[config.mk]
export PLATFORM = sky130hd
export DESIGN_NAME = tag_free_pool
export DESIGN_NICKNAME = d
export VERILOG_FILES = /design/src/rtl/tag_free_pool.sv
export SDC_FILE = /design/constraint.sdc
export NUM_CORES = 1
export LEC_CHECK = 0
export ABC_AREA = 0
export BUFFER_PORTS_ARGS = -buffer_cell sky130_fd_sc_hd__buf_2
export CORE_MARGIN = 10
export CORE_UTILIZATION = 40
export DETAILED_ROUTE_END_ITERATION = 12
export SLEW_MARGIN = 20
export SYNTH_ARGS = -nofsm -noshare
export SYNTH_HDL_FRONTEND = slang
export SYNTH_SLANG_ARGS = --single-unit
[constraint.sdc]
create_clock -name clock -period 7.8 [get_ports clock]
set_clock_uncertainty 0.1 [all_clocks]
set_input_delay 1.17 -clock clock [delete_from_list [all_inputs] [get_ports clock]]
set_output_delay 1.17 -clock clock [all_outputs]
set_load 0.005 [all_outputs]
[src/rtl/tag_free_pool.sv]
// Circular FIFO pool of free instruction tags: dispatch pops from the head, commit pushes to the tail.
// Optional macro TAG_POOL_DUP_CHECK_EN adds a free_map that rejects duplicate frees.
module tag_free_pool #(
   parameter int unsigned WIDTH        = 5,
   parameter int unsigned DEPTH        = 32,
   parameter int unsigned ADDRESSWIDTH = 6
) (
   input  logic                    clock,
   input  logic                    reset,
   input  logic                    alloc_req,
   output logic [WIDTH-1:0]        alloc_tag,
   output logic                    alloc_valid,
   input  logic                    free_req,
   input  logic [WIDTH-1:0]        free_tag,
   output logic [ADDRESSWIDTH-1:0] count,
   output logic                    empty,
   output logic                    full,
   output logic                    overflow_err,
   output logic                    dup_err
);

   logic [WIDTH-1:0]        entry [DEPTH];
   logic [WIDTH-1:0]        rd_ptr;
   logic [WIDTH-1:0]        wr_ptr;
   logic [ADDRESSWIDTH-1:0] count_nxt;
   logic                    pop;
   logic                    push;
   logic                    dup_hit;
   logic                    ovf_hit;

   // Show-ahead head of the pool; no bypass of a same-cycle free.
   assign alloc_tag   = entry[rd_ptr];
   assign alloc_valid = !empty;
   assign pop         = alloc_req && !empty;

`ifdef TAG_POOL_DUP_CHECK_EN
   logic [DEPTH-1:0] free_map;

   // A free of the tag leaving this same cycle is legal even though its bit is still set.
   assign dup_hit = free_req && free_map[free_tag] && !(pop && (free_tag == alloc_tag));
   assign push    = free_req && !dup_hit && (!full || pop);

   always_ff @(posedge clock or posedge reset) begin
      if (reset) begin
         free_map <= '1;
      end else begin
         if (pop)  free_map[alloc_tag] <= 1'b0;
         if (push) free_map[free_tag]  <= 1'b1;
      end
   end
`else
   assign dup_hit = 1'b0;
   assign push    = free_req && (!full || pop);
`endif

   // Duplicate rejection takes priority, so a dropped duplicate never reports overflow.
   assign ovf_hit = free_req && !dup_hit && full && !pop;

   always_comb begin
      count_nxt = count;
      if (push && !pop)      count_nxt = count + ADDRESSWIDTH'(1);
      else if (pop && !push) count_nxt = count - ADDRESSWIDTH'(1);
   end

   always_ff @(posedge clock or posedge reset) begin
      if (reset) begin
         for (int unsigned i = 0; i < DEPTH; i++) begin
            entry[i] <= WIDTH'(i);
         end
      end else if (push) begin
         entry[wr_ptr] <= free_tag;
      end
   end

   always_ff @(posedge clock or posedge reset) begin
      if (reset) begin
         rd_ptr       <= '0;
         wr_ptr       <= '0;
         count        <= ADDRESSWIDTH'(DEPTH);
         empty        <= 1'b0;
         full         <= 1'b1;
         overflow_err <= 1'b0;
         dup_err      <= 1'b0;
      end else begin
         if (pop)  rd_ptr <= rd_ptr + WIDTH'(1);
         if (push) wr_ptr <= wr_ptr + WIDTH'(1);
         count        <= count_nxt;
         empty        <= (count_nxt == '0);
         full         <= (count_nxt == ADDRESSWIDTH'(DEPTH));
         overflow_err <= ovf_hit;
         dup_err      <= dup_hit;
      end
   end

endmodule

* Word level (Yosys, flattened, before mapping) *
Cells that the tools add are included.

word-level totals
  register bits after elaboration = 179
  bits of input ports = 9
  output and inout bits = 16

cells by class
  add/sub/neg operators = 4
  order comparisons = 3
  equality and inequality tests = 1
  multiplexer cells = 8
  bitwise operators = 2
  reductions and logical operators = 13

operators with widths
  operator               count
  $bwmux W160            1
  $bmux W5 S5            1
  $demux W5 S5           1
  $mux W5                3
  $ge A6 B6 Y1 const B   2
  $mux W6                2
  $not A5 Y6             2
  $add A5 B1 Y5 const B  2
  $logic_and A1 B1 Y1    7
  $add A6 B1 Y6 const B  1
  $eq A6 B6 Y1 const B   1
  $logic_not A6 Y1       1
  $lt A6 B1 Y1 const B   1
  $sub A6 B1 Y6 const B  1
  $logic_not A1 Y1       4
  $logic_or A1 B1 Y1     1

* Logic depth before layout (Yosys ltp) *
Gate-level depths: netlist (run 1).

  word-level depth = 9
  depth in mapped cells = 7

* Least setup slack after synthesis (run 1) *
No wires, ideal clock.

  path kind = reg2out
  start = reg rd_ptr[1]
  end = out alloc_tag[3]
  arrival = 1515 ps
  required time = 6530 ps
  path slack = 5015 ps
  cell stages (with the launch flop) = 8
  path through = dfrtp_1 > buf_4 > buf_2 > buf_2 > mux2i_1 > a22oi_1 > nand3_1 > nand4_1

on the way
  longest elaborated chain between the ends = 4

RTL lines
  what                                         line  source
  from (decl)                                  23    logic [WIDTH-1:0] rd_ptr;
  from (signal assigned)                       85    if (pop) rd_ptr <= rd_ptr + WIDTH'(1);
  $not A5 Y6 (implied by the code)             32    assign alloc_tag = entry[rd_ptr];
  $bmux W5 S5                                  32
  $mux W5 (implied by the code) (2 in series)  32
  to (decl)                                    11    output logic [WIDTH-1:0] alloc_tag,

No other way between the ends. The select of a mux whose other input is x is not followed.

* Final worst setup path (run 1) *
  start = reg rd_ptr[1]
  end = out alloc_tag[0]

The elaborated chain is that of the path after synthesis.

==> results of run 1 <==
where the power goes:
part | leakage [nW] | internal, W | switching (W)
Combinational | 1.97 | 0.000751 | 0.000728
Clock | 0.292 | 0.000530 | 0.000372
Sequential | 2.09 | 0.00143 | 0.000297
synthesized netlist by cell type, types with 7 or more instances:
master,number,share of area
mux2_2,109,0.14
dfrtp_1,97,0.27
dfstp_2,82,0.24
mux2i_1,80,0.090
mux2_4,40,0.067
nand2_1,38,0.016
a22oi_1,26,0.022
clkbuf_1,22,0.0093
nand3_1,15,0.0084
mux2_1,11,0.014
buf_2,10,0.0056
a22o_1,9,0.0088
xnor2_1,9,0.0088
inv_1,8,0.0034
nand2_8,8,0.018
nand4_1,8,0.0056
nor2_1,8,0.0034
ha_1,7,0.0098
routing by layer:
layer	vias up	track usage	routed length, µm
li1	2389	-	-
met1	2804	0.183	9110
met2	91	0.242	10200
met3	23	0.0364	791
met4	0	0.0424	337
met5	-	0	0
worst max-delay path, cell delays in order (launching register included):
cell and delay (ns):
dfrtp_4 0.65, buf_4 0.90, mux2i_1 0.28, a22oi_1 0.12, a31oi_1 0.30, nand3_1 0.15, buf_2 0.15
registers in the layout (all words and copies together), names as in the netlist:
signal,cells
overflow_err,1
wr_ptr,5
count,6
entry,160
empty,1
full,1
rd_ptr,5
cell families (layout without fill, tap and decap cells):
family | count (synthesis) | in the layout | synth area share
xor gates and xnor gates | 12 | 12 | 0.0118
AOI/OAI and AO/OA | 57 | 57 | 0.0473
adders and majority gates | 7 | 7 | 0.00982
muxes | 240 | 240 | 0.309
and+or+nand+nor | 112 | 112 | 0.0798
buffers and inverters | 52 | 68 | 0.0286
other | 1 | 1 | 0.000420
DFF | 179 | 179 | 0.514
worst max path at each step:
| stage | start | to | slack [ns] | depth (start not counted) |
|---|---|---|---|---|
| 2_1_floorplan | reset | count[0]$_DFF_PP0_ | 1.81 | 1 |
| 3_3_place_gp | rd_ptr[1]$_DFFE_PP0P_ | alloc_tag[0] | 3.98 | 6 |
| 3_5_place_dp | rd_ptr[1]$_DFFE_PP0P_ | alloc_tag[0] | 3.92 | 6 |
| 4_1_cts | rd_ptr[1]$_DFFE_PP0P_ | alloc_tag[0] | 3.45 | 6 |
| 5_1_grt | rd_ptr[1]$_DFFE_PP0P_ | alloc_tag[0] | 3.30 | 6 |
| 6_report | rd_ptr[1]$_DFFE_PP0P_ | alloc_tag[0] | 3.49 | 6 |
stage by stage:
| step | utilization | power, W | area (µm²) | hold slack, ns | worst slack (ns) |
|---|---|---|---|---|---|
| after floorplan | - | 0.00280 | 8920 | 0.364 | 1.81 |
| after global placement | 0.421 | 0.00318 | 9210 | 0.376 | 3.98 |
| after detailed placement | 0.421 | 0.00323 | 9210 | 0.387 | 3.92 |
| after CTS | 0.449 | 0.00415 | 9830 | 0.401 | 3.45 |
| after global routing | 0.449 | 0.00435 | 9830 | 0.423 | 3.30 |
| final | 0.449 | 0.00411 | 9830 | 0.399 | 3.49 |
cell type report:
cell class | count | area (µm²) | share of cell area
clock buffer | 20 | 467 | 0.0475
clock inverter | 12 | 154 | 0.0157
inverter | 8 | 35.0 | 0.00357
multi-input combinational | 429 | 4080 | 0.415
sequential | 179 | 4590 | 0.467
tap | 280 | 350 | 0.0357
timing repair buffer | 28 | 153 | 0.0155
==> results.ini, run 1 <==
[setup_path]
regToRegStartpoint = empty$_DFF_PP0_
regToRegSetupSlack_ns = 5.19
setup.worst_path.start_class = flop
timing.setup.critical_path_class = flop to primary output
critical_path.max_fanout = 63
reg2reg_to = entry[134]$_DFFE_PP0P_
crit_required_ns = 6.53
worstSetupEndpointType = primary output
worst_r2r_path_depth = 5
critical_path_arrival_ns = 3.04

[route]
via_per_inst = 5.55
drt-pass1-iter-count = 4
drt_antenna_net_count = 0
detail_route.wl_per_cell_um = 21.4
vias = 5307
drt_first_iter_violations = 434
post-route-drc-count = 0
drt-total-wl_um = 20400

[clocking]
cts.htree.levels = 4
post-cts-setup-buffer-count = 0
clk_pin_slew_worst_paths_ns = 0.07
cts_tree = yes
clkLatencyLatePin_ns = 0.43
clk_root_buffer_cell = clkbuf_16
clock_path_buffers = 2
cts_buffers = 17
clock_sink_count = 179
cts_resized = 0
cts.hold.buffers_added = 0

[floorplan]
io-pin-count = 25
fp.dieArea_mm2 = 0.0287
start_util = 0.407
die_h_um = 169
placement_rows = 54
area_of_the_placeable_core_mm2 = 0.0219
horizontal_extent_of_the_die_um = 169

[synthesis]
synthesis.area_per_instance_um2 = 13.5
dominantRegCellSynth = dfrtp_1
ys_types = 47
synth_nets = 676
synth_edf_count = 0
post_synth_inst_count = 660
netlist_area_mm2 = 0.00892
synth-seq-cells = 179
portion_of_the_post_synthesis_area_used_by_sequential_elements = 0.514
yosys_warnings = 0
synthArstFlopShare = 1.00

[sta]
clock.fmax_mhz = 232
final-hold-violation-count = 0
period_minus_slack_ns = 4.31
rsz0062_at_grt = false
slew_headroom = 0.254
worstMarginPinSlew_ns = 1.12
slew_viol_final = 0
min_period_over_period = 0.553
setup-tns-final_ns = 0
final-setup-viol-count = 0

[grt]
grt_max_degree = 111
grt_overflow = 0
first_pass_grt_wire_length_um = 32700
first_global_vias = 5771
grtUsageTotal = 0.145
antenna_violations_before_repair = 0

[placed_design]
place.gp.congestion = 0.793
numPlacedInstances = 924
detailed_place_hpwl_um = 13000
buffer_ports.inserted = 23

[final_layout]
final.fill_count = 1966
antenna_cells_inserted = 0
instances_no_fill = 956
synthToLayoutAreaGrowth_pct = 10.2
final_net_count = 679
most-common-layout-cells = mux2_2 (109), dfrtp_1 (96), dfstp_2 (82)
commonest_non_fill_non_tap_cell_in_the_layout = mux2_2
layout-drive-gt1-share = 0.454

[hold_path]
hold_depth = 1
whs_endpoint = entry[15]$_DFFE_PP0P_
min_from = entry[15]$_DFFE_PP0P_
type_of_the_worst_min_delay_path = flop to flop

[pwr]
maximum_vdd_drop_mv = 0.196
cellLeakagePower_nw = 4.35
p_per_area_mw_per_mm2 = 418

[outcome]
status = completed

[run]
maxCapViolations = 0

Power figures use the tool's default switching activity.
==> inputs of run 2 (changes only) <==
ABC_AREA = 1   (was 0)
clock period = 3.8 ns   (was 7.8 ns; I/O delays follow)
==> run 2 against run 1 <==
  * Clock power up 120%
  * Register-to-register slack worse by 3.3 ns
  * Count of clock-buffer cells in the layout down 3
  * Design area down 1.4%
  * Critical path depth up 3
==> results.ini, run 2 <==
[synthesis]
synth-seq-cells = 179  ; unchanged
portion_of_the_post_synthesis_area_used_by_sequential_elements = 0.528  ; +0.0138
post-synth-top-area-fraction = 0.279  ; +0.00733
synthTopCellsByArea = dfrtp_1 (28%), dfstp_2 (25%), nand2_1 (12%)
post_synth_inst_count = 1075  ; +63%
netlist_area_mm2 = 0.00869  ; -2.6%
synth.largest_area_cell = dfrtp_1
synth_edf_count = 0  ; unchanged
synth.cells.most_frequent = nand2_1 (276), o21ai_0 (146), nor2_1 (102)
dominantRegCellSynth = dfrtp_1
synthArstFlopShare = 1.00  ; unchanged
yosys_warnings = 0  ; unchanged
synthesis.area_per_instance_um2 = 8.08  ; -40%
ys_types = 26  ; -45%
synth_nets = 1091  ; +61%
most_numerous_cell_in_the_yosys_netlist = nand2_1

[final_layout]
commonest_non_fill_non_tap_cell_in_the_layout = nand2_1
utilization = 0.457  ; +0.00764
final.fill_count = 2128  ; +8.2%
reg.largest.list = entry x160, count x6
final_net_count = 1093  ; +61%
layout-drive-gt1-share = 0.171  ; -0.283
largest_register_ff_count = 160  ; unchanged
registers.top_by_ff_count = entry
antenna_cells_inserted = 0  ; unchanged
most-common-layout-cells = nand2_1 (276), o21ai_0 (146), nor2_1 (102)
synthToLayoutAreaGrowth_pct = 11.5

[placed_design]
place.gp.congestion = 0.890  ; +12%
detailed_place_hpwl_um = 14900  ; +15%
buffer_ports.inserted = 23  ; unchanged

[clocking]
post-cts-setup-buffer-count = 0  ; unchanged
cts_tree = yes
clock_sink_count = 179  ; unchanged
cts_buffers = 17  ; unchanged
clk_pin_slew_worst_paths_ns = 0.07  ; about the same
clock_path_buffers = 2  ; unchanged
cts_resized = 0  ; unchanged
cts.hold.buffers_added = 0  ; unchanged
cts.htree.levels = 4  ; unchanged
clk_root_buffer_cell = clkbuf_16
clkLatencyLatePin_ns = 0.43  ; about the same

[hold_path]
type_of_the_worst_min_delay_path = input port to async pin

[grt]
first_global_vias = 6870  ; +19%
antenna_violations_before_repair = 0  ; unchanged
grtUsageTotal = 0.167  ; +0.0212
first_pass_grt_wire_length_um = 37700  ; +15%
grt_overflow = 0  ; unchanged
grt_max_degree = 180  ; +62%

[route]
detail_route.wl_per_cell_um = 16.7  ; -22%
post-route-drc-count = 0  ; unchanged
drt-total-wl_um = 22800  ; +12%
drt-pass1-iter-count = 5  ; +1
vias = 6965  ; +31%
drt_antenna_net_count = 0  ; unchanged
drt_first_iter_violations = 548  ; +26%
via_per_inst = 5.10  ; -8.1%

[floorplan]
io-pin-count = 25  ; unchanged
start_util = 0.409  ; +0.00185
area_of_the_placeable_core_mm2 = 0.0212  ; -3.1%
horizontal_extent_of_the_die_um = 167  ; -1.2%
die_h_um = 167  ; -1.2%
placement_rows = 53  ; -1.9%
fp.dieArea_mm2 = 0.0280  ; -2.3%

[outcome]
status = completed

[run]
maxCapViolations = 0  ; unchanged

[sta]
worstMarginPinSlew_ns = 0.950  ; -0.169 ns
slew_viol_final = 0  ; unchanged
period_minus_slack_ns = 3.04
min_period_over_period = 0.801
rsz0062_at_grt = false
holdWs_ns = 0.313  ; -0.0861 ns
setup-tns-final_ns = 0  ; unchanged
final-setup-viol-count = 0  ; unchanged
slew_headroom = 0.366  ; +0.112
final-hold-violation-count = 0  ; unchanged
clock.fmax_mhz = 329

[setup_path]
critical_path.max_fanout = 26  ; -59%
cp_slowest_stage_delay_ns = 0.58  ; -0.32 ns
timing.setup.critical_path_class = flop to primary output
worstSetupEndpointType = primary output
setup.worst_path.start_class = flop
critPathSlowestCell = dfrtp_4
critical_path.cell_chain = inv_1 > buf_4 > o21ai_0 > nand3_1 > nand3_1 > nand2_1 > nand2_1 > inv_1 > buf_2
crit_required_ns = 3.13  ; -3.40 ns
critical_path_arrival_ns = 2.37  ; -0.67 ns

[pwr]
power.net_switching_w = 0.00349  ; +150%
power_frac_clock = 0.224  ; +0.004
maximum_vdd_drop_mv = 0.400  ; +100%
seq_power_share = 0.403  ; -0.018
power.share.switching = 0.396  ; +0.0559
internal_power_w = 0.00533  ; +96%
cellLeakagePower_nw = 4.37  ; +0.50%
p_per_area_mw_per_mm2 = 910  ; +120%
combinationalPowerShare = 0.373  ; +0.013

## run 2: power by group through the flow
stage                     Clock (W)  Combinational (W)  Sequential, W
after floorplan                   0            0.00246        0.00337
after global placement            0            0.00325        0.00356
after detailed placement          0            0.00329        0.00358
after CTS                   0.00202            0.00330        0.00355
after global routing        0.00210            0.00379        0.00367
final                       0.00198            0.00329        0.00355
## run 2: area by class of cell
cell class / instances / area (µm²) / area share
clock inverter: 15 / 228 / 0.0235
inverter: 98 / 374 / 0.0386
multi-input combinational: 751 / 3540 / 0.365
clock buffer: 17 / 425 / 0.0439
timing repair buffer: 30 / 193 / 0.0199
sequential: 179 / 4590 / 0.473
tap: 275 / 344 / 0.0355
## run 2: cells by family (layout without fill, tap and decap cells)
kind of cell | after synthesis | after routing | synth area share
other | 1 | 1 | 0.000432
and+or+nand+nor | 501 | 501 | 0.247
buffers and inverters | 145 | 160 | 0.0651
DFF | 179 | 179 | 0.528
xor gates and xnor gates | 8 | 8 | 0.00807
AOI/OAI and AO/OA | 234 | 234 | 0.141
adders and majority gates | 7 | 7 | 0.0101
## run 2: worst paths after layout
check                                           start                endpoint  slack (ns)  cells after the start
max in group asynchronous                       reset   rd_ptr[0]$_DFFE_PP0P_        2.57                      3
worst max register to register  wr_ptr[4]$_DFFE_PP0P_  entry[105]$_DFFE_PP0P_        1.93                      4
worst min-delay path                            reset   entry[48]$_DFFE_PP0P_        0.31                      3
min in group clock                        free_tag[1]  entry[126]$_DFFE_PP1P_        0.36                      3
worst min register to register  entry[73]$_DFFE_PP0P_   entry[73]$_DFFE_PP0P_        0.38                      2
worst max-delay path            rd_ptr[0]$_DFFE_PP0P_            alloc_tag[0]        0.76                      9
## run 2: stage by stage
| stage | area (µm²) | worst slack, ns | instances | power (W) |
|---|---|---|---|---|
| 2_1_floorplan | 8690 | 0.902 | 1075 | 0.00583 |
| 3_3_place_gp | 9030 | 1.28 | 1333 | 0.00681 |
| 3_5_place_dp | 9030 | 1.30 | 1333 | 0.00686 |
| 4_1_cts | 9690 | 0.815 | 1365 | 0.00888 |
| 5_1_grt | 9690 | 0.566 | 1365 | 0.00955 |
| 6_report | 9690 | 0.756 | 1365 | 0.00882 |
## run 2: per-layer routing
| layer | vias up | share of wire | global-route usage | wire [µm] |
|---|---|---|---|---|
| li1 | 3483 | - | - | - |
| met1 | 3314 | 0.48 | 0.230 | 11000 |
| met2 | 143 | 0.45 | 0.253 | 10300 |
| met3 | 25 | 0.050 | 0.0410 | 1140 |
| met4 | 0 | 0.015 | 0.0492 | 350 |
| met5 | - | 0 | 0 | 0 |
## run 2: worst max-delay path: cells and delay by family, from the launching register on
family          cells  cell delay [ns]
flops               1             0.58
buf+inv             4             0.50
compound gates      1             0.43
simple gates        4             0.41
